$ cat src/rtl/cpu_trace_buffer.sv
// Execution trace capture buffer for the 19-bit cpu core: captures pc/instr/result
// during an armed window and replays entries oldest-first. Optional macro: TRACE_DEDUP_EN.
module cpu_trace_buffer #(
  parameter int DEPTH  = 16,
  parameter int ADDR_W = 4
) (
  input  logic              clk,
  input  logic              reset,
  input  logic              arm,
  input  logic              stop,
  input  logic              valid_in,
  input  logic [18:0]       pc_in,
  input  logic [18:0]       instr_in,
  input  logic [18:0]       result_in,
  input  logic              rd_req,
  output logic              rd_valid,
  output logic [18:0]       rd_pc,
  output logic [18:0]       rd_instr,
  output logic [18:0]       rd_result,
  output logic [ADDR_W:0]   count,
  output logic              full,
  output logic              overflow,
  output logic [1:0]        state_out
);

  localparam int DATA_W = 19;
  localparam logic [ADDR_W:0]   COUNT_MAX = (ADDR_W+1)'(DEPTH);
  localparam logic [ADDR_W:0]   COUNT_ONE = (ADDR_W+1)'(1);
  localparam logic [ADDR_W-1:0] PTR_ONE   = ADDR_W'(1);

  typedef enum logic [1:0] {
    S_IDLE    = 2'd0,
    S_CAPTURE = 2'd1,
    S_READOUT = 2'd2
  } state_e;

  state_e state_q, state_d;

  logic [DATA_W-1:0] pc_mem     [DEPTH];
  logic [DATA_W-1:0] instr_mem  [DEPTH];
  logic [DATA_W-1:0] result_mem [DEPTH];

  logic [ADDR_W-1:0] wr_ptr_q, rd_ptr_q;
  logic [ADDR_W:0]   count_q, count_d;
  logic              full_q;
  logic              overflow_q;
  logic              rd_valid_q;
  logic [DATA_W-1:0] rd_pc_q, rd_instr_q, rd_result_q;

  logic arm_go;
  logic wr_en;
  logic pop;
  logic ovf_set;
  logic dup_hit;

  // Qualified events; every state update below keys off these.
  assign arm_go  = (state_q == S_IDLE) && arm;
  assign wr_en   = (state_q == S_CAPTURE) && valid_in && !dup_hit;
  assign pop     = (state_q == S_READOUT) && rd_req && (count_q != '0);
  assign ovf_set = (state_q == S_READOUT) && valid_in;

`ifdef TRACE_DEDUP_EN
  // pc of the most recently written entry; invalid right after arm so the
  // first sample of a window is always kept.
  logic [DATA_W-1:0] last_pc_q;
  logic              last_pc_valid_q;

  always_ff @(posedge clk) begin
    if (reset) begin
      last_pc_q       <= '0;
      last_pc_valid_q <= 1'b0;
    end else if (arm_go) begin
      last_pc_valid_q <= 1'b0;
    end else if (wr_en) begin
      last_pc_q       <= pc_in;
      last_pc_valid_q <= 1'b1;
    end
  end

  assign dup_hit = last_pc_valid_q && (pc_in == last_pc_q);
`else
  assign dup_hit = 1'b0;
`endif

  // NOTE: every variable assigned in always_comb gets a default first so no latch is inferred.
  always_comb begin
    count_d = count_q;
    if (arm_go) begin
      count_d = '0;
    end else if (wr_en) begin
      count_d = count_q + COUNT_ONE;
    end else if (pop) begin
      count_d = count_q - COUNT_ONE;
    end
  end

  always_comb begin
    state_d = state_q;
    unique case (state_q)
      S_IDLE: begin
        if (arm) state_d = S_CAPTURE;
      end
      S_CAPTURE: begin
        // A sample on the stop cycle is still written; the write happens regardless.
        if (stop || (wr_en && (count_q == COUNT_MAX - COUNT_ONE))) state_d = S_READOUT;
      end
      S_READOUT: begin
        // Covers both the final pop (1 -> 0) and a request on an empty buffer.
        if (rd_req && (count_q <= COUNT_ONE)) state_d = S_IDLE;
      end
      default: state_d = S_IDLE;
    endcase
  end

  // NOTE: sequential state uses non-blocking assignments so all registers update together.
  always_ff @(posedge clk) begin
    if (reset) begin
      state_q     <= S_IDLE;
      wr_ptr_q    <= '0;
      rd_ptr_q    <= '0;
      count_q     <= '0;
      full_q      <= 1'b0;
      overflow_q  <= 1'b0;
      rd_valid_q  <= 1'b0;
      rd_pc_q     <= '0;
      rd_instr_q  <= '0;
      rd_result_q <= '0;
    end else begin
      state_q <= state_d;
      count_q <= count_d;
      full_q  <= (count_d == COUNT_MAX);

      if (arm_go) begin
        wr_ptr_q <= '0;
        rd_ptr_q <= '0;
      end else begin
        if (wr_en) wr_ptr_q <= wr_ptr_q + PTR_ONE;
        if (pop)   rd_ptr_q <= rd_ptr_q + PTR_ONE;
      end

      if (arm_go) begin
        overflow_q <= 1'b0;
      end else if (ovf_set) begin
        overflow_q <= 1'b1;
      end

      rd_valid_q <= pop;
      if (pop) begin
        rd_pc_q     <= pc_mem[rd_ptr_q];
        rd_instr_q  <= instr_mem[rd_ptr_q];
        rd_result_q <= result_mem[rd_ptr_q];
      end
    end
  end

  // NOTE: storage arrays are not reset; count and pointers define which entries are live.
  always_ff @(posedge clk) begin
    if (wr_en) begin
      pc_mem[wr_ptr_q]     <= pc_in;
      instr_mem[wr_ptr_q]  <= instr_in;
      result_mem[wr_ptr_q] <= result_in;
    end
  end

  assign rd_valid  = rd_valid_q;
  assign rd_pc     = rd_pc_q;
  assign rd_instr  = rd_instr_q;
  assign rd_result = rd_result_q;
  assign count     = count_q;
  assign full      = full_q;
  assign overflow  = overflow_q;
  assign state_out = state_q;

  a_count_bound: assert property (@(posedge clk) disable iff (reset) count_q <= COUNT_MAX);
  a_full_match:  assert property (@(posedge clk) disable iff (reset) full_q == (count_q == COUNT_MAX));
  a_legal_state: assert property (@(posedge clk) disable iff (reset) state_q != 2'd3);

endmodule

$ cat config.mk
export PLATFORM = sky130hd
export DESIGN_NAME = cpu_trace_buffer
export DESIGN_NICKNAME = d
export VERILOG_FILES = /design/src/rtl/cpu_trace_buffer.sv
export SDC_FILE = /design/constraint.sdc
export NUM_CORES = 1
export LEC_CHECK = 0
export ABC_CLOCK_PERIOD_IN_PS = 16500
export BUFFER_PORTS_ARGS = -buffer_cell sky130_fd_sc_hd__clkbuf_2
export CAP_MARGIN = 20
export CORE_MARGIN = 1.5
export CORE_UTILIZATION = 60
export DETAILED_ROUTE_END_ITERATION = 10
export GPL_ROUTABILITY_DRIVEN = 0
export PLACE_DENSITY = 0.84
export SLEW_MARGIN = 20
export SYNTH_ARGS = -nofsm -noshare
export SYNTH_HDL_FRONTEND = slang
export SYNTH_SLANG_ARGS = --single-unit
$ cat constraint.sdc
create_clock -name clk -period 16.5 [get_ports clk]
set_input_delay 0.825 -clock clk [delete_from_list [all_inputs] [get_ports clk]]
set_output_delay 0.825 -clock clk [all_outputs]
set_load 0.05 [all_outputs]
==> impl_metrics.toml <==
[run_status]
outcome = "completed"

[flow_run]
cap_viol_max_count = 0

[timing]
maxSlewHeadroom_pct = 22.7
period_share_pct = 23.5
slew_viol_final = 0
hold_violations = 0
setup_ws_ns = 12.62
finalHoldWorstSlack_ns = 0.445
fin_setup_tns_ns = 0
skew_ns = 0.0190
worst_pin_slew_ns = 1.16
grt_setup_unrepaired = "false"
fmax_mhz = 258
fin_crit_ns = 3.88
setup-violations-final = 0

[yosys]
synth_area_per_cell_um2 = 21.9
synth_cell_type_count = 37
synth_edf_count = 912
yosysWarnings = 0
ys_ff_latch = 987
yosysSeqAreaShare_pct = 77.5
async_flop_share_pct = 0
synthFlopType = "edfxtp_1"
syn-num-nets = 1776
synth_area_mm2 = 0.0373
synthCells = 1703

[critical_path]
cp_max_fo = 95
critPathTopFamily = "buffers and inverters"
required_ns = 17.03
cpPeakStageDelay_ns = 0.89
crit_slowest_cell = "dfxtp_4"
startpoint_type = "register"
end_kind = "register"
crit_type = "reg -> reg"
crit-reg2reg-launch = "rd_ptr_q[1]"
ff2ff_setup_slack_ns = 12.62
path_buf_inv = 2
cp.arrival_ns = 4.41
crit_chain = "buf_4 -> buf_12 -> mux4_2 -> mux2_2 -> a221o_1"
startpoint = "rd_ptr_q[1]"

[clock_tree]
cts_resized = 0
cts-buffers-inserted = 92
path_clk_slew_ns = 0.06
holdBufCountCts = 0
root_buffer = "clkbuf_16"
h-tree-depth = 3
cts_tree = "built"
cts.sinks = 987
clk_latency_ns = 0.65
cts_setup_buffers = 0
clockBufferDepth = 3

[final_layout]
final_common_cell = "edfxtp_1"
fill_cells = 3545
area_growth_pct = 12.2
final_cell_mix = "edfxtp_1 (912), mux4_2 (228), clkbuf_2 (129), clkbuf_16 (95), dfxtp_1 (72)"
final_nets = 1933
drive_above_1_share_pct = 31.3
utilization_pct = 67.9

[drt]
vias = 18300
drt_iter0_markers = 2190
drc = 0
ant_nets = 0
dr.pass1.iters = 5
drt-total-wl_um = 83600
via_per_inst = 6.60
wl_per_cell_um = 30.1

[die]
die_x_um = 252
start_util_pct = 60.5
core_area_mm2 = 0.0616
fp-row-count = 91
io_pins = 130
die-area_mm2 = 0.0636
die_h_um = 252

[power]
ir_worst_vdd_v = 0.0000874
pwr-share-comb_pct = 1.4
pwr-share-seq_pct = 56.2
internal_power_mw = 3.90
p_leak_nw = 13.0
finalPower_mw = 4.87
power_density_mw_per_mm2 = 117
power_switching_uw = 968
clkPwrFrac_pct = 42.3
swShare_pct = 19.9

[worst_hold_path]
hp-start = "valid_in"
hold_path_class = "in -> reg"

[global_routing]
grt_max_degree = 96
gr-usage-all-layers_pct = 26.8
grt-ovfl-total = 0
grt_pass1_wl_um = 123000
grt_pass1_vias = 19200
antenna_found_initial = 5

[placed_design]
io_buffers = 129
post-place-ws_ns = 12.53
dp_hpwl_um = 38500
-- power by group through the flow --
stage	combinational, mW	clock, mW	sequential [mW]
global route	0.0745	2.17	2.74
global placement	0.0624	0	2.79
detailed placement	0.0681	0	2.79
CTS	0.0689	2.08	2.74
floorplan	0.0208	0	2.80
finish	0.0696	2.06	2.74
-- stage by stage --
step	area (um^2)	cells
CTS	41700	2775
global route	41800	2780
detailed placement	38800	2601
finish	41800	2780
global placement	38800	2601
floorplan	37300	1703
-- routing by layer --
| layer | vias to the layer above | global-route usage (%) | wire, um |
|---|---|---|---|
| met5 | - | 0 | 25 |
| li1 | 7406 | - | - |
| met1 | 9518 | 34.6 | 29900 |
| met3 | 221 | 4.40 | 6860 |
| met2 | 1189 | 46.1 | 44200 |
| met4 | 4 | 10.4 | 2620 |
-- worst register-to-register path, delay by kind of cell, from the launching register on --
family	cells	cell delay [ns]
flip-flops	1	0.89
multiplexers	2	0.94
buffers and inverters	2	1.59
AO/OA/AOI/OAI	1	0.33
-- sequential cells by signal, indices dropped and copies added, names as in the netlist --
signal / flops
pc_mem: 304
full: 1
rd_pc: 19
wr_ptr_q: 4
rd_instr: 19
instr_mem: 304
overflow: 1
rd_result: 19
state_out: 2
rd_valid: 1
result_mem: 304
count: 5
rd_ptr_q: 4
-- synth_stat cells, types with 2 or more instances --
cell / n / share of area [%]
buf_1: 10 / 0.10
nor3b_1: 3 / 0.060
mux2i_1: 2 / 0.054
mux4_2: 228 / 14
buf_2: 17 / 0.23
mux2_2: 58 / 1.8
or2_2: 2 / 0.034
nor2_1: 27 / 0.27
xnor2_1: 4 / 0.094
a22oi_1: 2 / 0.040
nand3b_1: 2 / 0.040
dfxtp_1: 75 / 4.0
inv_1: 5 / 0.050
nand2_1: 67 / 0.67
ha_1: 10 / 0.34
and3b_1: 2 / 0.047
nand2b_1: 59 / 0.99
a221o_1: 57 / 1.5
buf_4: 4 / 0.081
nor3_1: 9 / 0.12
a21oi_1: 65 / 0.87
clkbuf_1: 49 / 0.49
buf_6: 15 / 0.45
xor2_1: 4 / 0.094
nand4_1: 3 / 0.050
nor2b_1: 2 / 0.034
edfxtp_1: 912 / 73
-- cell families (layout without fill, tap and decap cells) --
| group | count (synthesis) | after routing | synth area share (%) |
|---|---|---|---|
| XOR/XNOR | 8 | 8 | 0.188 |
| other | 0 | 3 | 0 |
| AO/OA/AOI/OAI | 129 | 129 | 2.53 |
| AND/OR/NAND/NOR | 181 | 181 | 2.44 |
| multiplexers | 288 | 288 | 15.6 |
| adder cells (fa/ha/maj) | 10 | 10 | 0.336 |
| buffers and inverters | 100 | 337 | 1.41 |
| flip-flops | 987 | 987 | 77.5 |
-- layout make-up --
type | count | area (um^2) | share of cell area, %
Tap cell | 837 | 1050 | 2.51
Antenna cell | 3 | 7.51 | 0.0180
Inverter | 5 | 18.8 | 0.0449
Clock inverter | 53 | 433 | 1.04
Multi-Input combinational cell | 616 | 7980 | 19.1
Timing Repair Buffer | 158 | 916 | 2.19
Sequential cell | 987 | 28900 | 69.1
Clock buffer | 121 | 2490 | 5.97
-- final timing paths --
| path | cells after the start | endpoint |
|---|---|---|
| worst max-delay path | 5 | rd_result[8] |
| worst min-delay path | 3 | overflow |
| worst max register to register | 5 | rd_result[8] |
| worst min register to register | 1 | rd_result[3] |
(Power assumes the default switching activity.)
